$ cat src/rtl/k_means_pkg.sv
// rtl/k_means_pkg.sv - shared types, frame constants and width helpers for the k-means engine
package k_means_pkg;

    typedef enum logic [2:0] {
        ST_IDLE,
        ST_ACCUM,
        ST_DRAIN,
        ST_DIVIDE,
        ST_DONE
    } state_t;

    localparam int FRAME_WIDTH  = 320;
    localparam int FRAME_HEIGHT = 180;
    localparam int DRAIN_CYCLES = 2;

    // Manhattan distance needs one bit more than the wider axis.
    function automatic int dist_width(input int xw, input int yw);
        return ((xw > yw) ? xw : yw) + 1;
    endfunction

endpackage

$ cat src/rtl/argmin_k.sv
// rtl/argmin_k.sv - registered argmin over MAX_K distances, masked to the active count
module argmin_k #(
    parameter int MAX_K = 8,
    parameter int DW    = 10,
    parameter int KW    = $clog2(MAX_K + 1),
    parameter int IW    = (MAX_K > 1) ? $clog2(MAX_K) : 1
) (
    input  logic                     clk_in,
    input  logic                     rst_in,
    input  logic                     flush_in,
    input  logic                     valid_in,
    input  logic [MAX_K-1:0][DW-1:0] dist_in,
    input  logic [KW-1:0]            active_in,
    output logic                     valid_out,
    output logic [IW-1:0]            idx_out
);
    logic [DW-1:0] best_dist;
    logic [IW-1:0] idx_d, idx_q;
    logic          valid_d, valid_q;

    // Cluster 0 is always active; strict < keeps ties on the lowest index.
    always_comb begin
        best_dist = dist_in[0];
        idx_d     = '0;
        for (int j = 1; j < MAX_K; j++) begin
            if ((KW'(j) < active_in) && (dist_in[j] < best_dist)) begin
                best_dist = dist_in[j];
                idx_d     = IW'(j);
            end
        end
        valid_d = valid_in && !flush_in;
    end

    always_ff @(posedge clk_in or negedge rst_in) begin
        if (!rst_in) begin
            idx_q   <= '0;
            valid_q <= 1'b0;
        end else begin
            idx_q   <= idx_d;
            valid_q <= valid_d;
        end
    end

    assign valid_out = valid_q;
    assign idx_out   = idx_q;

endmodule

$ cat src/rtl/divider.sv
// rtl/divider.sv - sequential restoring unsigned divider, one quotient bit per cycle
module divider #(
    parameter int WIDTH = 32
) (
    input  logic             clk_in,
    input  logic             rst_in,
    input  logic             data_valid_in,
    input  logic [WIDTH-1:0] dividend_in,
    input  logic [WIDTH-1:0] divisor_in,
    output logic [WIDTH-1:0] quotient_out,
    output logic [WIDTH-1:0] remainder_out,
    output logic             data_valid_out
);
    localparam int CW = $clog2(WIDTH + 1);

    logic [WIDTH-1:0] quo_q, quo_d, rem_q, rem_d, div_q, div_d;
    logic [CW-1:0]    cnt_q, cnt_d;
    logic             busy_q, busy_d, valid_q, valid_d;
    logic [WIDTH:0]   trial;
    logic [WIDTH-1:0] diff;

    always_comb begin
        quo_d   = quo_q;
        rem_d   = rem_q;
        div_d   = div_q;
        cnt_d   = cnt_q;
        busy_d  = busy_q;
        valid_d = 1'b0;
        trial   = {rem_q, quo_q[WIDTH-1]};
        // Only the low bits matter: the subtraction is used only when trial >= divisor.
        diff    = trial[WIDTH-1:0] - div_q;
        if (busy_q) begin
            if (trial >= {1'b0, div_q}) begin
                rem_d = diff;
                quo_d = {quo_q[WIDTH-2:0], 1'b1};
            end else begin
                rem_d = trial[WIDTH-1:0];
                quo_d = {quo_q[WIDTH-2:0], 1'b0};
            end
            cnt_d = cnt_q - CW'(1);
            if (cnt_q == CW'(1)) begin
                busy_d  = 1'b0;
                valid_d = 1'b1;
            end
        end
        // A new request restarts the unit even if an older one is still in flight.
        if (data_valid_in) begin
            quo_d   = dividend_in;
            rem_d   = '0;
            div_d   = divisor_in;
            cnt_d   = CW'(WIDTH);
            busy_d  = 1'b1;
            valid_d = 1'b0;
        end
    end

    always_ff @(posedge clk_in or negedge rst_in) begin
        if (!rst_in) begin
            quo_q   <= '0;
            rem_q   <= '0;
            div_q   <= '0;
            cnt_q   <= '0;
            busy_q  <= 1'b0;
            valid_q <= 1'b0;
        end else begin
            quo_q   <= quo_d;
            rem_q   <= rem_d;
            div_q   <= div_d;
            cnt_q   <= cnt_d;
            busy_q  <= busy_d;
            valid_q <= valid_d;
        end
    end

    assign quotient_out   = quo_q;
    assign remainder_out  = rem_q;
    assign data_valid_out = valid_q;

endmodule

$ cat src/rtl/k_means_stream.sv
// rtl/k_means_stream.sv - streaming k-means: nearest-centroid accumulation and one Lloyd update per frame
module k_means_stream
    import k_means_pkg::*;
#(
    parameter int MAX_K       = 8,
    parameter int X_WIDTH     = $clog2(FRAME_WIDTH),
    parameter int Y_WIDTH     = $clog2(FRAME_HEIGHT),
    parameter int SUM_WIDTH   = 25,
    parameter int CONV_THRESH = 1
) (
    input  logic                          clk_in,
    input  logic                          rst_in,
    input  logic                          seed_valid_in,
    input  logic [MAX_K-1:0][X_WIDTH-1:0] centroids_x_in,
    input  logic [MAX_K-1:0][Y_WIDTH-1:0] centroids_y_in,
    input  logic [$clog2(MAX_K+1)-1:0]    num_clusters_in,
    input  logic [X_WIDTH-1:0]            x_in,
    input  logic [Y_WIDTH-1:0]            y_in,
    input  logic                          pixel_valid_in,
    output logic                          pixel_ready_out,
    input  logic                          frame_end_in,
    output logic [MAX_K-1:0][X_WIDTH-1:0] centroids_x_out,
    output logic [MAX_K-1:0][Y_WIDTH-1:0] centroids_y_out,
    output logic                          data_valid_out,
    input  logic                          data_ready_in,
    output logic                          converged_out,
    output logic                          overflow_out
);
    localparam int KW = $clog2(MAX_K + 1);
    localparam int IW = (MAX_K > 1) ? $clog2(MAX_K) : 1;
    localparam int DW = dist_width(X_WIDTH, Y_WIDTH);

    state_t                            state_q, state_d;
    logic [KW-1:0]                     k_q, k_d;
    logic [MAX_K-1:0][X_WIDTH-1:0]     cx_q, cx_d;
    logic [MAX_K-1:0][Y_WIDTH-1:0]     cy_q, cy_d;
    logic [MAX_K-1:0][SUM_WIDTH-1:0]   xs_q, xs_d, ys_q, ys_d, ms_q, ms_d;
    logic                              ovf_q, ovf_d, conv_q, conv_d, conv_acc_q, conv_acc_d;
    logic [1:0]                        drain_q, drain_d;
    logic [IW-1:0]                     div_idx_q, div_idx_d;
    logic                              div_busy_q, div_busy_d, div_axis_q, div_axis_d;
    logic [X_WIDTH-1:0]                qx_q, qx_d;

    logic                              s1_valid_q, s1_valid_d;
    logic [X_WIDTH-1:0]                s1_x_q, s1_x_d, s2_x_q;
    logic [Y_WIDTH-1:0]                s1_y_q, s1_y_d, s2_y_q;
    logic [MAX_K-1:0][DW-1:0]          s1_dist_q, s1_dist_d;

    logic                              pix_fire, am_valid;
    logic [IW-1:0]                     am_idx;
    logic                              div_start, div_valid, advance;
    logic [SUM_WIDTH-1:0]              div_dividend, div_divisor, div_quo, div_rem;
    logic                              sat_x, sat_y, sat_m;
    logic [X_WIDTH-1:0]                new_x;
    logic [Y_WIDTH-1:0]                new_y;
    logic                              unused_div_bits;

    function automatic logic [SUM_WIDTH:0] sat_add(input logic [SUM_WIDTH-1:0] a,
                                                   input logic [SUM_WIDTH-1:0] b);
        logic [SUM_WIDTH:0] s;
        s = {1'b0, a} + {1'b0, b};
        if (s[SUM_WIDTH]) return {1'b1, {SUM_WIDTH{1'b1}}};
        return s;
    endfunction

    function automatic logic moved(input int a, input int b);
        return ((a > b) ? (a - b) : (b - a)) > CONV_THRESH;
    endfunction

    // A seed on the same cycle wins, so the pixel is not handshaken away.
    assign pixel_ready_out = (state_q == ST_ACCUM) && !seed_valid_in;
    assign pix_fire        = pixel_valid_in && pixel_ready_out;

    always_comb begin
        s1_valid_d = pix_fire && !seed_valid_in;
        s1_x_d     = x_in;
        s1_y_d     = y_in;
        for (int j = 0; j < MAX_K; j++) begin
            s1_dist_d[j] = DW'((x_in >= cx_q[j]) ? (x_in - cx_q[j]) : (cx_q[j] - x_in))
                         + DW'((y_in >= cy_q[j]) ? (y_in - cy_q[j]) : (cy_q[j] - y_in));
        end
    end

    argmin_k #(
        .MAX_K (MAX_K),
        .DW    (DW),
        .KW    (KW),
        .IW    (IW)
    ) u_argmin (
        .clk_in    (clk_in),
        .rst_in    (rst_in),
        .flush_in  (seed_valid_in),
        .valid_in  (s1_valid_q),
        .dist_in   (s1_dist_q),
        .active_in (k_q),
        .valid_out (am_valid),
        .idx_out   (am_idx)
    );

    assign div_dividend = div_axis_q ? ys_q[div_idx_q] : xs_q[div_idx_q];
    assign div_divisor  = ms_q[div_idx_q];

    divider #(
        .WIDTH (SUM_WIDTH)
    ) u_divider (
        .clk_in         (clk_in),
        .rst_in         (rst_in),
        .data_valid_in  (div_start),
        .dividend_in    (div_dividend),
        .divisor_in     (div_divisor),
        .quotient_out   (div_quo),
        .remainder_out  (div_rem),
        .data_valid_out (div_valid)
    );

    assign unused_div_bits = ^{div_quo[SUM_WIDTH-1:X_WIDTH], div_rem};

    always_comb begin
        state_d    = state_q;
        k_d        = k_q;
        cx_d       = cx_q;
        cy_d       = cy_q;
        xs_d       = xs_q;
        ys_d       = ys_q;
        ms_d       = ms_q;
        conv_d     = conv_q;
        conv_acc_d = conv_acc_q;
        drain_d    = drain_q;
        div_idx_d  = div_idx_q;
        div_busy_d = div_busy_q;
        div_axis_d = div_axis_q;
        qx_d       = qx_q;
        div_start  = 1'b0;
        advance    = 1'b0;
        sat_x      = 1'b0;
        sat_y      = 1'b0;
        sat_m      = 1'b0;
        new_x      = qx_q;
        new_y      = div_quo[Y_WIDTH-1:0];

        if (am_valid) begin
            for (int j = 0; j < MAX_K; j++) begin
                if (IW'(j) == am_idx) begin
                    {sat_x, xs_d[j]} = sat_add(xs_q[j], SUM_WIDTH'(s2_x_q));
                    {sat_y, ys_d[j]} = sat_add(ys_q[j], SUM_WIDTH'(s2_y_q));
                    {sat_m, ms_d[j]} = sat_add(ms_q[j], SUM_WIDTH'(1));
                end
            end
        end
        ovf_d = ovf_q | sat_x | sat_y | sat_m;

        case (state_q)
            ST_ACCUM: begin
                if (frame_end_in) begin
                    state_d = ST_DRAIN;
                    drain_d = '0;
                end
            end
            ST_DRAIN: begin
                if (drain_q == 2'(DRAIN_CYCLES - 1)) begin
                    state_d    = ST_DIVIDE;
                    div_idx_d  = '0;
                    div_busy_d = 1'b0;
                    div_axis_d = 1'b0;
                    conv_acc_d = 1'b1;
                end else begin
                    drain_d = drain_q + 2'd1;
                end
            end
            ST_DIVIDE: begin
                // Per cluster: x quotient, then y quotient; empty clusters keep their centroid.
                if (!div_busy_q) begin
                    if (div_divisor == '0) begin
                        advance = 1'b1;
                    end else begin
                        div_start  = 1'b1;
                        div_busy_d = 1'b1;
                    end
                end else if (div_valid) begin
                    div_busy_d = 1'b0;
                    if (!div_axis_q) begin
                        qx_d       = div_quo[X_WIDTH-1:0];
                        div_axis_d = 1'b1;
                    end else begin
                        div_axis_d = 1'b0;
                        if (moved(int'(new_x), int'(cx_q[div_idx_q])) ||
                            moved(int'(new_y), int'(cy_q[div_idx_q]))) begin
                            conv_acc_d = 1'b0;
                        end
                        cx_d[div_idx_q] = new_x;
                        cy_d[div_idx_q] = new_y;
                        advance         = 1'b1;
                    end
                end
            end
            ST_DONE: begin
                if (data_ready_in) begin
                    state_d = ST_ACCUM;
                    xs_d    = '0;
                    ys_d    = '0;
                    ms_d    = '0;
                end
            end
            default: ;
        endcase

        if (advance) begin
            if (KW'(div_idx_q) == k_q - KW'(1)) begin
                state_d = ST_DONE;
                conv_d  = conv_acc_d;
            end else begin
                div_idx_d = div_idx_q + IW'(1);
            end
        end

        if (seed_valid_in) begin
            state_d    = ST_ACCUM;
            cx_d       = centroids_x_in;
            cy_d       = centroids_y_in;
            xs_d       = '0;
            ys_d       = '0;
            ms_d       = '0;
            ovf_d      = 1'b0;
            conv_d     = 1'b0;
            div_busy_d = 1'b0;
            div_axis_d = 1'b0;
            if (num_clusters_in == '0) begin
                k_d = KW'(1);
            end else if (num_clusters_in > KW'(MAX_K)) begin
                k_d = KW'(MAX_K);
            end else begin
                k_d = num_clusters_in;
            end
        end
    end

    always_ff @(posedge clk_in or negedge rst_in) begin
        if (!rst_in) begin
            state_q    <= ST_IDLE;
            k_q        <= KW'(1);
            cx_q       <= '0;
            cy_q       <= '0;
            xs_q       <= '0;
            ys_q       <= '0;
            ms_q       <= '0;
            ovf_q      <= 1'b0;
            conv_q     <= 1'b0;
            conv_acc_q <= 1'b0;
            drain_q    <= '0;
            div_idx_q  <= '0;
            div_busy_q <= 1'b0;
            div_axis_q <= 1'b0;
            qx_q       <= '0;
            s1_valid_q <= 1'b0;
            s1_x_q     <= '0;
            s1_y_q     <= '0;
            s1_dist_q  <= '0;
            s2_x_q     <= '0;
            s2_y_q     <= '0;
        end else begin
            state_q    <= state_d;
            k_q        <= k_d;
            cx_q       <= cx_d;
            cy_q       <= cy_d;
            xs_q       <= xs_d;
            ys_q       <= ys_d;
            ms_q       <= ms_d;
            ovf_q      <= ovf_d;
            conv_q     <= conv_d;
            conv_acc_q <= conv_acc_d;
            drain_q    <= drain_d;
            div_idx_q  <= div_idx_d;
            div_busy_q <= div_busy_d;
            div_axis_q <= div_axis_d;
            qx_q       <= qx_d;
            s1_valid_q <= s1_valid_d;
            s1_x_q     <= s1_x_d;
            s1_y_q     <= s1_y_d;
            s1_dist_q  <= s1_dist_d;
            s2_x_q     <= s1_x_q;
            s2_y_q     <= s1_y_q;
        end
    end

    assign centroids_x_out = cx_q;
    assign centroids_y_out = cy_q;
    assign data_valid_out  = (state_q == ST_DONE);
    assign converged_out   = conv_q;
    assign overflow_out    = ovf_q;

endmodule
$ cat config.mk
export PLATFORM = sky130hd
export DESIGN_NAME = k_means_stream
export DESIGN_NICKNAME = d
export VERILOG_FILES = /design/src/rtl/k_means_pkg.sv /design/src/rtl/argmin_k.sv /design/src/rtl/divider.sv /design/src/rtl/k_means_stream.sv
export SDC_FILE = /design/constraint.sdc
export NUM_CORES = 2
export LEC_CHECK = 0
export ABC_AREA = 0
export ABC_CLOCK_PERIOD_IN_PS = 16800
export BUFFER_PORTS_ARGS = -buffer_cell sky130_fd_sc_hd__clkbuf_2
export CAP_MARGIN = 20
export CORE_UTILIZATION = 41
export CTS_BUF_LIST = sky130_fd_sc_hd__clkbuf_2 sky130_fd_sc_hd__clkbuf_4 sky130_fd_sc_hd__clkbuf_8
export DETAILED_ROUTE_END_ITERATION = 6
export SLEW_MARGIN = 10
export SYNTH_ARGS = -nofsm -noshare
export SYNTH_HDL_FRONTEND = slang
export SYNTH_SLANG_ARGS = --single-unit
$ cat constraint.sdc
create_clock -name clk_in -period 16.8 [get_ports clk_in]
set_input_delay 1.68 -clock clk_in [delete_from_list [all_inputs] [get_ports clk_in]]
set_output_delay 1.68 -clock clk_in [all_outputs]
set_load 0.01 [all_outputs]
==> metrics.md <==
| Metric | Value |
|---|---|
| Status | `finished, violations left` |
| Failing checks | `DRC` |
| Tcrit/Tclk final | `93.15%` |
| CTS Buf Count | `183` |
| Starting density of the core | `41.24%` |
| Worst setup path start | `k_q[0]$_DFFE_PN1P_` |
| Fin. Hold Viols | `0` |
| Hold WS | `roughly 320 ps` |
| Fraction of layout cells with a size suffix above 1 | `a little over a tenth` |
| # nets final | `approximately 9400` |
| Max-cap violation count | `0` |
| Fmax | `63.90 MHz` |
| Die X-Extent | `420.1 µm` |
| Register area share after synthesis | `33.62%` |
| Count of state elements after synthesis | `963` |
| Clk pin slew, worst setup/hold paths | `60 ps` |
| Worst Clk Skew | `59.22 ps` |
| Post-route design area | `approximately 80000 µm²` |
| Number of I/O port buffers | `302` |
| Cell leakage power | `around 0.037 µW` |
| Hold-fix buffers, CTS | `0` |
| Initial DRC count | `~7600` |
| Post-Layout Cell Count | `roughly 11000` |
| Syn Inst Count | `approximately 8400` |
| Maximum vdd drop | `0.1295 mV` |
| Slowest CP cell | `dfstp_2` |
| Final Util | `45.96%` |
| Fin. max-slew vios | `0` |
| TritonRoute pass-1 iters | `7` |
| Cell Pwr Density | `138.0 nW/µm²` |
| Critical Path Start Type | `flip-flop` |
| CP required | `17610 ps` |
| Initial antenna violation count | `14` |
| Slew margin rel. | `13.38%` |
| Psw | `4939 µW` |
| Yosys warns | `0` |
| CTS max path bufs | `3` |
| GPL Wtd Cong | `0.9930` |
| Core ar. | `173800 µm²` |
| Layout overhead on the synthesized area | `11.45%` |
| Number of setup violations in the final report | `0` |
| Post-DR wirelength/cell | `about 25 µm` |
| Total GRT Usage | `31.13%` |
| Syn nets | `9234` |
| Worst Max-Slew Pin Slew | `1297 ps` |
| Vias/cell | `around 6` |
| Post-synth EDFFs | `0` |
| Sink Count | `just under 1000` |
| Int Pwr | `6089 µW` |
| Largest net degree at the start of global routing | `240` |
| # rows | `~150` |
| Gate power share | `roughly half` |
| FF-to-FF Start | `k_q[0]$_DFFE_PN1P_` |
| CTS tree | `yes` |
| Clock Latency Late Sink | `950 ps` |
| Most frequent cell on the critical path | `a21oi_1` |
| Die H | `420.1 µm` |
| Post-synth top flop | `dfrtp_1` |
| Worst setup EP type | `flip-flop` |
| Pwr Total | `11030 µW` |
| HP Start | `s1_y_q[5]$_DFF_PN0_` |
| Full die area | `176500 µm²` |
| Vias in the first global route | `64181` |
| Final wirelength | `282200 µm` |
| Slowest cell delay on critical path | `~580 ps` |
| GR Overflow Total | `0` |
| Global-route wire length before repair | `414200 µm` |
| CP Class | `flip-flop to flip-flop` |
| Root buf cell | `clkbuf_8` |
| Post-synthesis cell area | `about 70000 µm²` |
| Placed cells | `10720` |
| Number of remaining DRC errors | `1` |
| Routed via count | `between 60000 and 70000` |
| Post-placement cell area | `approximately 76000 µm²` |
| Sequential Power Share | `26.6%` |
| H-Tree Depth | `4` |
| Avg Inst Size Synth | `8.538 µm²` |
| Async SR Flop Fraction | `100.0%` |
| Switch share | `44.78%` |
| Critical path fanouts, max | `12` |
| Clk pwr share | `23.5%` |
| Critical path data arrival time | `16460 ps` |
| Ports | `roughly 300` |
| Fin crit period | `about 16000 ps` |
| Min-delay worst type | `flip-flop to flip-flop` |
| Post-route ant nets | `0` |
| Final HPWL DP | `206900 µm` |
| Synth unique cells | `89` |
[timing repair]
action                                  4_1_cts  5_1_grt
setup buffers                                 0        5
endpoints found under the setup margin        0        3
resized for setup                             0       10
[cell type report]
cell class | count | area, µm²
antenna | 7 | 17.52
clock buffer | 292 | 3643
clock inverter | 41 | 416.7
fill | 17083 | 93930
inverter | 625 | 2350
multi-input combinational | 6381 | 43820
sequential | 963 | 24110
tap | 2325 | 2909
timing repair buffer | 436 | 2626
[cells by family after synthesis]
kind of cell	share of synthesized area [%]
and+or+nand+nor	15.46
muxes	5.676
AOI/OAI and AO/OA	23.70
xor gates and xnor gates	3.592
adders and majority gates	12.42
buffers and inverters	5.533
DFF	33.62
[flip-flops by register name, summed over array words and instances (netlist names), 4 cells and up]
register,count
centroids_x_out,72
centroids_y_out,64
k_q,4
ms_q,200
new_x,9
s1_dist_q,80
s1_x_q,9
s1_y_q,8
s2_x_q,9
s2_y_q,8
u_divider.cnt_q,5
u_divider.div_q,25
u_divider.quotient_out,25
u_divider.remainder_out,25
xs_q,200
ys_q,200
[path summary, 6_finish.rpt]
check	cells after the start	to	slack, ps
worst min register to register	0	s2_y_q[5]$_DFF_PN0_	320
worst max register to register	71	u_argmin.idx_out[1]$_DFF_PN0_	1150
max in group asynchronous	5	centroids_x_out[49]$_DFFE_PN0P_	12830
worst min-delay path	0	s2_y_q[5]$_DFF_PN0_	320
worst max-delay path	71	u_argmin.idx_out[1]$_DFF_PN0_	1150
min in group asynchronous	1	ms_q[125]$_DFF_PN0_	830
[placed cells by master, fill, tap and decap left out, drive strengths merged, types with 20 or more instances in the layout]
cell type and n:
a211o 21, a211oi 156, a21o 165, a21oi 773, a221oi 51, a22o 44, a22oi 168, a311oi 108
a31oi 203, and2 71, and3 160, and4 57, buf 134, clkbuf 594, clkinv 23, dfrtp 962
fa 61, ha 614, inv 633, mux2 72, mux2i 303, nand2 641, nand2b 72, nand3 243
nand4 134, nor2 562, nor2b 85, nor3 168, nor4 20, o211ai 20, o21a 33, o21ai 745
o21bai 88, o22ai 26, or3 28, xnor2 180, xor2 114
[power by group through the flow]
| stage | sequential (µW) | clock [µW] | combinational, µW |
|---|---|---|---|
| after floorplan | 2750 | 0 | 3700 |
| after global placement | 2960 | 0 | 5230 |
| after detailed placement | 2960 | 0 | 5280 |
| after CTS | 2920 | 2630 | 5310 |
| after global routing | 2950 | 2730 | 6040 |
| final | 2930 | 2590 | 5500 |
[Yosys cell counts, types with 66 or more instances]
master	number	share of area, %
dfrtp_1	962	34
a21oi_1	770	5.4
o21ai_0	737	5.1
nand2_1	641	3.4
inv_1	623	3.3
ha_1	614	11
nor2_1	561	2.9
clkbuf_1	385	2.0
mux2i_1	303	4.2
nand3_1	243	1.7
a31oi_1	203	1.8
xnor2_1	180	2.2
a22oi_1	168	1.8
nor3_1	168	1.2
a21o_1	165	1.7
and3_1	160	1.4
a211oi_1	154	1.6
nand4_1	134	1.2
xor2_1	114	1.4
a311oi_1	108	1.3
o21bai_1	88	0.92
nor2b_1	85	0.74
nand2b_1	72	0.63
and2_1	68	0.59
mux2_2	66	1.0
[worst max-delay path, delay by kind of cell (launching register included)]
kind            cells  cell delay (ps)
buf+inv             8             1370
mux                 4             1210
compound gates     29             5620
fa+ha+maj           7             1890
simple gates       23             4850
flops               1              580
[metal layers]
layer  up-vias  wire [µm]  GRT usage (%)  part of all wire [%]
met5         -        250         0.7502                 0.089
met4        14      13390          13.68                   4.7
met3       692      28560          7.419                    10
met2      3341     119200          45.71                    42
met1     33200     120800          43.19                    43
li1      30848          -              -                     -
[metrics by stage]
stage	setup WS, ps	TNS (ps)
floorplan	2432	0
global placement	760.9	0
detailed placement	708.3	0
CTS	595.5	0
global route	-7.352	-7.352
finish	1151	0
No activity file was read; power rests on OpenSTA's default activity.
